## src/rtl/multiplier_24bit.sv

```systemverilog
// Sequential radix-2 shift-and-add unsigned multiplier: P = A * B over C_NUM_BITS
// enabled cycles, one (C_NUM_BITS+1)-bit adder, START/BUSY/DONE handshake.
module multiplier_24bit #(
  parameter int C_NUM_BITS = 24
) (
  input  logic                      CK,
  input  logic                      R,
  input  logic                      E,
  input  logic                      START,
  input  logic [C_NUM_BITS-1:0]     A,
  input  logic [C_NUM_BITS-1:0]     B,
  output logic                      BUSY,
  output logic                      DONE,
  output logic [2*C_NUM_BITS-1:0]   P
);

  localparam int CW = (C_NUM_BITS > 1) ? $clog2(C_NUM_BITS) : 1;
  localparam logic [CW-1:0] LAST = CW'(C_NUM_BITS - 1);

  localparam logic [1:0] S_IDLE = 2'd0;
  localparam logic [1:0] S_RUN  = 2'd1;
  localparam logic [1:0] S_DONE = 2'd2;

  logic [1:0]            state;
  logic [CW-1:0]         count;
  logic [C_NUM_BITS-1:0] mcand;
  logic [C_NUM_BITS-1:0] mplr;
  logic [C_NUM_BITS:0]   acc;

  logic [C_NUM_BITS:0]   sum;
  logic [C_NUM_BITS:0]   acc_n;
  logic [C_NUM_BITS-1:0] mplr_n;

  // The adder carry lands in sum[MSB] and is shifted down in the same cycle,
  // so acc_n's top bit is always zero and the product fits in 2*C_NUM_BITS.
  always_comb begin
    sum    = acc + {1'b0, (mplr[0] ? mcand : {C_NUM_BITS{1'b0}})};
    acc_n  = {1'b0, sum[C_NUM_BITS:1]};
    mplr_n = {sum[0], mplr[C_NUM_BITS-1:1]};
  end

  always_ff @(posedge CK or posedge R) begin
    if (R) begin
      state <= S_IDLE;
      count <= '0;
      mcand <= '0;
      mplr  <= '0;
      acc   <= '0;
      P     <= '0;
    end else if (E) begin
      case (state)
        S_IDLE: begin
          if (START) begin
            mcand <= B;
            mplr  <= A;
            acc   <= '0;
            count <= '0;
            state <= S_RUN;
          end
        end
        S_RUN: begin
          acc   <= acc_n;
          mplr  <= mplr_n;
          count <= count + 1'b1;
          if (count == LAST) begin
            P     <= {acc_n[C_NUM_BITS-1:0], mplr_n};
            state <= S_DONE;
          end
        end
        S_DONE:  state <= S_IDLE;
        default: state <= S_IDLE;
      endcase
    end
  end

  assign BUSY = (state == S_RUN);
  assign DONE = (state == S_DONE);

endmodule

```

## config.mk

```make
export PLATFORM = sky130hd
export DESIGN_NAME = multiplier_24bit
export DESIGN_NICKNAME = d
export VERILOG_FILES = /design/src/rtl/multiplier_24bit.sv
export SDC_FILE = /design/constraint.sdc
export NUM_CORES = 1
export LEC_CHECK = 0
export BUFFER_PORTS_ARGS = -buffer_cell sky130_fd_sc_hd__clkbuf_2
export CAP_MARGIN = 15
export CORE_MARGIN = 8
export CORE_UTILIZATION = 35
export CTS_BUF_LIST = sky130_fd_sc_hd__clkbuf_4
export DETAILED_ROUTE_END_ITERATION = 12
export PLACE_DENSITY = 0.59
export SETUP_SLACK_MARGIN = 0.05
export SYNTH_ARGS = -nofsm -noshare
export SYNTH_HDL_FRONTEND = slang
export SYNTH_SLANG_ARGS = --single-unit
```

## constraint.sdc

```tcl
create_clock -name CK -period 5.2 [get_ports CK]
set_input_delay 0.78 -clock CK [delete_from_list [all_inputs] [get_ports CK]]
set_output_delay 0.78 -clock CK [all_outputs]
set_load 0.02 [all_outputs]
```

# Word-level counts from Yosys, hierarchy flattened
# Cells that the tools add are included.
# word_totals
ff_bits,128
inputBits,52
output_inout_bits,50
wordCells,29
# op_classes
n_addsub,2
n_eq_ne,5
mux,10
n_reduce_logical,6
# op_table
operator,n
$pmux 25 s2,1
$mux 24,2
$pmux 24 s2,1
$add 25x24->25,1
$mux 25,1
$reduce_and 3->1,4
$pmux 5 s2,1
$add 5x1->5 const B,1
$eq 5x5->1 const B,1
$mux 5,1
$mux 2,2
$pmux 2 s2,1
$eq 2x1->1 const B,1
$eq 2x2->1 const B,1
$logic_not 2->1,1
$ne 2x1->1 const B,1
$ne 2x2->1 const B,1
$reduce_bool 2->1,1

# Longest topological paths before layout
# Gate-level depths: netlist (run 1).
# logic_depth
ltp_word,3
ltp_mapped,11
mapped_depth_nobuf,10

# Worst setup path after synthesis (run 1)
# Ideal clock, no wire load.
# synth_timing
kind,register to register
start,reg mplr[0]
end,reg P[45]
setup_time_ns,0.125
arrival_ns,2.666
t_required_ns,5.075
slack_ns,2.409
stages_incl_launch_ff,12
n_path_buf,1
synth_period_minus_slack_ns,2.791
path_cell_list,dfrtp_1 clkbuf_1 and2_1 ha_1 fa_1 a21o_1 a221oi_2 a211oi_2 o21ai_2 o31ai_2 xor2_1 mux2_2
# synth_between
elab_chain_len,2
# synth_lines
item,line_no,text
"start, declared",27,logic [C_NUM_BITS-1:0] mplr;
"start signal, assigned",63,mplr <= mplr_n;
$mux 24,37,"sum = acc + {1'b0, (mplr[0] ? mcand : {C_NUM_BITS{1'b0}})};"
$add 25x24->25,37,
"end signal, assigned",66,"P <= {acc_n[C_NUM_BITS-1:0], mplr_n};"
"end, declared",14,output logic [2*C_NUM_BITS-1:0] P
# Every way passes these cells.
# A chain may end at the register's enable or synchronous reset.

# Final worst setup path (run 1)
# layout_timing
start,reg mplr[0]
end,reg P[43]
# Same word-level chain as after synthesis.

==> run summary, run 1 <==
The flow ran to the end, and the final reports show no timing, DRC or antenna violations. The hold violation total from the final report was 0; the slew at the pin closest to its max-slew limit was 1090 ps. Mean instance size in the synthesized netlist: 10.3 um^2. TritonCTS built the clock tree.

The max-slew violation total from the final report came out at 0. For this run, design rule violations remaining after detail routing come to 0. The largest total area in the synthesized netlist belongs to sky130_fd_sc_hd__dfrtp_1. The share of the synthesized area in the top cell type is 51.5%, and the post-synthesis instance area is 0.00618 mm^2.

The number of different library cells used by synthesis comes to 50. The initial utilization of the core area, before any placement, comes to 35.7%. For this run, the register share of the synthesized area comes to 51.5%.

The final hold slack was 269 ps. The area growth from synthesis to layout is 15.7%. In this run the tightest slew margin relative to its limit is 27.2%.

The power density over the cells was 461 mW/mm^2; the count of pins on the block boundary was 102. The type of the worst setup path is reg2reg. For the arrival time reported for the critical path endpoint, the log shows 3660 ps. The share of the cycle needed by the critical path after routing was 61.8%; the share of flip-flops with an asynchronous set or reset after synthesis was 100%.

During placement, the flow inserted port buffers numbering 101. The area used by multi-input combinational logic is 0.00279 mm^2. At the worst endpoint, the required time is 5640 ps. Of the cells placed in the final design, the portion with a size suffix greater than 1 is 25.1%. The critical-path maximum fanout was 25; the wire length of the first global-routing pass was 25.3 mm. Routability-driven placement finished with a final weighted congestion of 0.955. The horizontal die dimension was 149 um. Measured along the y axis, the die boundary spans 149 um. Path type of the worst min-delay path: in2async. After detailed routing, the number of vias per cell comes to 5.13.

CTS placed an instance of sky130_fd_sc_hd__clkbuf_4 at the clock tree root. In this run the number of H-tree levels came out at 4. Synthesis inferred 127 register bits. Summed over all cells, the static leakage comes to 3.76 nW. The count of flip-flops with a built-in enable after synthesis is 0. The final layout contains routed wiring with a total length of 15.2 mm.

The commonest register cell after synthesis is sky130_fd_sc_hd__dfrtp_1. The run gives 1724 as the total of fill cells in the finished design. The clock latency reported for the late side of the worst-skew pair was 540 ps; the number of setup buffers added after CTS was 0.

Setup repair after global routing left no endpoint under its margin. The number of standard cells after synthesis was 601. Clock tree synthesis found a total of 127 sinks. After clock tree synthesis, the clock-pin slew on the worst setup and hold paths is 120 ps. The worst clock skew was 19.9 ps; the number of hold-repair buffers added at the cts stage was 0. For the via count of the first global-routing pass, the log shows 4872. Setup violations remaining at the end of the flow were counted as 0. After floorplanning, the core was sized to cover 0.0173 mm^2. The number of antenna violations at the first check in global routing came out at 1. STA classifies the critical path startpoint as a register. The tools report the full die area as 0.0222 mm^2. In the final design database the tool counted 771 nets. Counting every net in the synthesized netlist gives 679. For this run, the detailed router's first-pass iteration total came to 6. Sorting the synthesized cells by how often they occur yields sky130_fd_sc_hd__nand2_1, sky130_fd_sc_hd__dfrtp_1, sky130_fd_sc_hd__mux2_2. By area the synthesized netlist is led by sky130_fd_sc_hd__dfrtp_1, sky130_fd_sc_hd__nand2_1, sky130_fd_sc_hd__mux2_2.

IR analysis of the VDD net gives a maximum drop of 0.000175 V. In this run the deepest clock path goes through 2 buffers. Global routing used 14.3% of the available tracks.

The logs give 48 for the row count and 0 for the number of synthesis warnings. Clock tree synthesis inserted a total of 17 buffers. Per-cell routed wire length: 16.3 um.

After layout, the minimum clock period comes to 3220 ps. Timing would allow up to 0.311 GHz. Entering global routing, the biggest net connects 89 pins.

The total overflow left after global routing is 0. The run gives 386 as the initial detailed-routing violation count. Once the clock tree was built, the resizer swapped 0 gates to a different size.

The area of all sequential standard cells is 0.00318 mm^2, and the total power draw is 3.29 mW. STA classifies the critical path endpoint as a register. The detail route stage leaves a number of antenna-violating nets equal to 0. Most used standard cell by instance count after synthesis: sky130_fd_sc_hd__nand2_1. The tools report the aggregate negative setup slack as 0 ps.

Max-cap violations in this run came to 0. The HPWL after detailed placement is 10.5 mm. Detailed routing inserted a total of 4774 vias.
[metrics by stage]
stage / util (%) / worst slack, ps / area (um^2) / std cells
finish: 41.3 / 1980 / 7140 / 931
global placement: 39.8 / 2030 / 6880 / 898
CTS: 41.1 / 1970 / 7110 / 929
detailed placement: 39.8 / 1970 / 6880 / 898
global route: 41.3 / 1780 / 7140 / 931
floorplan: - / 1040 / 6180 / 601
[area by class of cell]
cell class	count	area share, %
antenna	1	0.0350
clock buffer	18	1.89
clock inverter	13	1.40
inverter	27	1.45
multi-input combinational	415	39.0
sequential	127	44.5
tap	225	3.94
timing repair buffer	105	7.78
[kinds of logic (layout without fill, tap and decap cells)]
logic type	after synthesis	after routing	synth area share, %
AO/OA/AOI/OAI	131	131	15.4
flip-flops	127	127	51.5
adder cells (fa/ha/maj)	26	26	5.39
multiplexers	37	37	6.65
XOR/XNOR	21	21	2.98
other	0	1	0
AND/OR/NAND/NOR	200	200	14.4
buffers and inverters	59	163	3.69
[state kept, by name (all words and copies together), names as in the netlist]
| register | flops |
|---|---|
| mcand | 24 |
| P | 48 |
| mplr | 24 |
| count | 5 |
| acc | 24 |
| state | 2 |
[worst max-delay path: stages, from the launching register on]
cell and delay [ps]:
sky130_fd_sc_hd__dfrtp_1 640, sky130_fd_sc_hd__and2_1 290, sky130_fd_sc_hd__ha_1 200, sky130_fd_sc_hd__fa_1 410
sky130_fd_sc_hd__a21o_1 220, sky130_fd_sc_hd__a221oi_2 410, sky130_fd_sc_hd__nor4_1 140, sky130_fd_sc_hd__o21ai_2 270
sky130_fd_sc_hd__o21ai_1 100, sky130_fd_sc_hd__xor2_1 160, sky130_fd_sc_hd__mux2_2 270
[cells in the final DEF, fill, tap and decap left out, types with 6 or more instances in the layout]
cell type                  instances
sky130_fd_sc_hd__nand3_1           6
sky130_fd_sc_hd__o21ai_0          24
sky130_fd_sc_hd__clkbuf_2        101
sky130_fd_sc_hd__ha_1             25
sky130_fd_sc_hd__nor2_1           12
sky130_fd_sc_hd__nand2_1         133
sky130_fd_sc_hd__a21oi_1          27
sky130_fd_sc_hd__a222oi_1         20
sky130_fd_sc_hd__mux2_2           32
sky130_fd_sc_hd__inv_1            26
sky130_fd_sc_hd__xnor2_1          12
sky130_fd_sc_hd__a21o_1            9
sky130_fd_sc_hd__clkbuf_4         18
sky130_fd_sc_hd__dfrtp_1         127
sky130_fd_sc_hd__xor2_1            9
sky130_fd_sc_hd__a22o_1           18
sky130_fd_sc_hd__and2_1           26
[report_power, final]
group,switching [mW],internal [mW]
logic,0.671,0.536
clock network,0.360,0.231
registers,0.211,1.28
[final timing paths]
path / start / endpoint / slack, ps / depth (start not counted)
max: mplr[0] / P[43] / 1980 / 10
min: R / P[0] / 270 / 2
max reg2reg: mplr[0] / P[43] / 1980 / 10
min reg2reg: P[5] / P[5] / 480 / 2
max in group asynchronous: R / P[40] / 3740 / 4
min in group CK: A[16] / mplr[16] / 460 / 3
[layer usage]
metal	track usage, %	part of all wire [%]	up-vias
li1	-	-	2289
met1	18.3	46	2330
met4	5.15	1.3	0
met3	4.28	6.3	15
met2	22.5	46	140
met5	0	0	-
No activity file was read; power rests on OpenSTA's default activity.
==> run 2, diff against run 1 <==
Settings changed: PLACE_DENSITY 0.59 to 0.61.
Clock period 5.2 ns to 2.7 ns, I/O delays scaled along.
==> run 2 against run 1 <==
  * The flow now finishes with violations (hold timing)
  * Worst setup slack worse by 2000 ps
  * Cell area increased by 4.8%
  * Combinational power grew 120%
  * Via count increased by 1.1%
  * Routed wire length rose by 4.2%
  * Sequential share of layout area down 2.1 points
  * First-iteration DRC count rose by 15%
  * Final cell count is 1.8% higher
  * Critical endpoint is now P[44]
  * Highest routed layer unchanged
==> run summary, run 2 (same netlist as run 1, synthesis figures left out) <==
The placed instance count is 912 (was 898), and the remaining antenna violation count is 0 (unchanged). The wire length of the first global-routing pass came out at 25.9 mm (was 25.3 mm). For the row count, the log shows 48 (unchanged). The max-slew violation total from the final report came out at 0 (unchanged). The tools report the total grt overflow as 0 (unchanged).

The critical-path maximum fanout came out at 24 (was 25). The ratio of routed vias to standard cells is 5.09 (was 5.13). Commonest non-fill, non-tap cells in the layout: sky130_fd_sc_hd__nand2_1, sky130_fd_sc_hd__dfrtp_1, sky130_fd_sc_hd__clkbuf_2, sky130_fd_sc_hd__mux2_2 (was sky130_fd_sc_hd__nand2_1, sky130_fd_sc_hd__dfrtp_1, sky130_fd_sc_hd__clkbuf_2, sky130_fd_sc_hd__mux2_2, sky130_fd_sc_hd__a21oi_1).

For the worst-case headroom to the max-slew limit, the log shows 25.3% (was 27.2%). The aggregate negative setup slack came out at 0 ps (unchanged). TritonCTS built the clock tree. Type of the worst setup path: reg2reg (unchanged). The area of all sequential standard cells is 0.00318 mm^2 (unchanged), and the via count of the first global-routing pass is 5013 (was 4872). The number of port buffers was 101 (unchanged). The combinational group share of total power is 38.8% (was 36.6%), and the number of antenna violations at the first check in global routing is 1 (unchanged).

The proportion of layout cells with a drive suffix above 1 was 29.4% (was 25.1%). The tools report the number of nets in the layout as 787 (was 771). The total power draw was 6.89 mW (was 3.29 mW); the net switching power figure was 2.60 mW (was 1.24 mW). For the worst setup slack after layout, the log shows 10.6 ps (was 1980 ps). The logic depth of the worst register-to-register path works out to 10 (unchanged). The clock-pin slew reported for the worst setup and hold paths after clock tree synthesis is 130 ps (was 120 ps), and the count of final setup violators is 0 (unchanged). The checks that failed: hold timing.

The share of the cycle needed by the critical path after routing was 99.6% (was 61.8%); the time the worst path needs with I/O delays and setup was 2690 ps (was 3220 ps). The run gives 948 (was 931) as the number of cells in the finished layout apart from fillers. The internal power of the cells is 4.28 mW (was 2.05 mW), and the total routing usage reported by global routing is 14.7% (was 14.3%). The final hold slack came out at -18.6 ps (was 269 ps).

The end point of the critical path is P[44] (was P[43]). The run finished, with violations left. For the post-place instance area, the log shows 0.00703 mm^2 (was 0.00688 mm^2).

The fraction of the core area covered by cells at the end of the flow is 43.3% (was 41.3%), and the horizontal die dimension is 149 um (unchanged). The tools report the initial detailed-routing violation count as 442 (was 386). The growth of design area from synthesis to finish came out at 21.3% (was 15.7%).

The cell with the biggest individual delay on the critical path is sky130_fd_sc_hd__dfrtp_1 (unchanged). The remaining design rule violation count was 0 (unchanged); the power density over the cells was 920 mW/mm^2 (was 461 mW/mm^2). The tools report the buffer type at the clock tree root as sky130_fd_sc_hd__clkbuf_4 (unchanged). The worst clock skew was 22.2 ps (was 19.9 ps). The origin of the worst setup path was mplr[0] (unchanged). The run gives 15.8 mm (was 15.2 mm) as the total wirelength of the detailed-routed design.

Critical path, cell by cell: buf_12 > and2_1 > ha_1 > a21oi_1 > o21ai_0 > a211o_1 > a21oi_1 > o41ai_2 > xor2_1 > mux2_2 (was and2_1 > ha_1 > fa_1 > a21o_1 > a221oi_2 > nor4_1 > o21ai_2 > o21ai_1 > xor2_1 > mux2_2). The static power due to leakage was 3.84 nW (was 3.76 nW). The run gives 570 ps (was 540 ps) as the clock latency reported for the late side of the worst-skew pair. The switching part of the total power works out to 37.8% (was 37.7%). The tools report the upper clock frequency limit as 0.372 GHz (was 0.311 GHz). The tools report the area of the core as 0.0173 mm^2 (unchanged). The slew at the pin closest to its max-slew limit works out to 1120 ps (was 1090 ps). The per-cell routed wire length was 16.7 um (was 16.3 um); the die height was 149 um (unchanged). Setup repair after global routing could not meet its margin everywhere.

In this design, the critical path's most frequently occurring cell is sky130_fd_sc_hd__a21oi_1. The total of fill cells in the finished design came out at 1713 (was 1724). The run gives 4827 (was 4774) as the via count.

Largest net degree at the start of global routing: 128 (was 89). The tools report the initial core utilization as 35.7% (unchanged). For the hold violation total from the final report, the log shows 30 (was 0). The weighted congestion reported at the end of routability-driven placement came out at 0.960 (was 0.955).

The reported max-cap violation count was 0 (unchanged). The total clock sinks was 127 (unchanged); the fraction of power consumed by sequential logic was 42.1% (was 45.4%). The kind of start point of the critical path was a register (unchanged).

The arrival time reported for the critical path endpoint was 3160 ps (was 3660 ps); the count of pins on the block boundary was 102 (unchanged). The setup slack of the worst register-to-register path is 10 ps (was 1980 ps). The tools report the final HPWL from detailed placement as 11.0 mm (was 10.5 mm). The path type of the worst min-delay path is in2async (unchanged). For the detailed-router iteration count before antenna repair, the log shows 7 (was 6). The logs give 0.000294 V (was 0.000175 V) for the worst IR drop on VDD and 0.0222 mm^2 (unchanged) for the full die area. TritonCTS buffer count: 17 (unchanged).

The largest stage delay on the critical path is 430 ps (was 640 ps), and the clock group share of total power is 19.1% (was 18.0%). The required arrival time at the worst endpoint was 3170 ps (was 5640 ps). The logs give 0.00749 mm^2 (was 0.00714 mm^2) for the post-route standard cell area excluding fillers and 0.00295 mm^2 (was 0.00279 mm^2) for the area used by multi-input combinational logic.

The leading cell type in the layout, fill and taps excluded was sky130_fd_sc_hd__nand2_1 (unchanged). The run gives 0 (unchanged) as the number of hold-repair buffers added at the cts stage. The destination of the worst register-to-register timing path was P[44] (was P[43]).

The tools report the startpoint of the worst register-to-register path as mplr[0] (unchanged). Register with the most flip-flops: P (unchanged). The element type at the critical path end is a register (unchanged). For the worst slack after detailed placement, the log shows 22.0 ps (was 1970 ps).

The maximum buffer depth of the clock tree came out at 2 (unchanged). For the total number of H-tree levels, the log shows 4 (unchanged). Flip-flop count of the largest register after layout: 48 (unchanged).
## run 2: worst max-delay path, delay by kind of cell, from the launching register on
family          cells  cell delay (ps)
flops               1              430
simple gates        1              160
fa+ha+maj           1              320
compound gates      5             1050
mux                 1              290
xor+xnor            1              170
buf+inv             1              170
## run 2: area by class of cell
class | count | area share, %
inverter | 27 | 1.40
clock inverter | 14 | 1.89
antenna | 1 | 0.0334
clock buffer | 18 | 1.80
tap | 225 | 3.76
multi-input combinational | 415 | 39.4
sequential | 127 | 42.4
timing repair buffer | 121 | 9.26
## run 2: what timing repair did
item | CTS | global route
pin swaps | 3 | 15
setup buffers | 1 | 2
endpoints found under the setup margin | 4 | 14
gates resized for setup | 3 | 20
## run 2: worst min-delay path by stage
stage / from / end / depth (start not counted)
floorplan: acc[22] / acc[22] / 2
global route: B[1] / mcand[1] / 2
global placement: P[37] / P[37] / 2
CTS: R / P[23] / 3
finish: R / P[23] / 3
detailed placement: P[35] / P[35] / 2
## run 2: routing by layer
layer	GRT usage [%]	vias up	wire [um]
li1	-	2326	-
met1	18.8	2356	7400
met2	23.2	127	7460
met3	3.73	18	716
met4	5.96	0	231
met5	0	-	0
## run 2: power by group through the flow
stage | sequential, mW | combinational [mW] | clock (mW)
6_report | 2.90 | 2.67 | 1.32
5_1_grt | 2.97 | 2.95 | 1.45
4_1_cts | 2.88 | 2.53 | 1.37
3_5_place_dp | 2.91 | 2.47 | 0
3_3_place_gp | 2.89 | 2.41 | 0
2_1_floorplan | 2.87 | 1.75 | 0
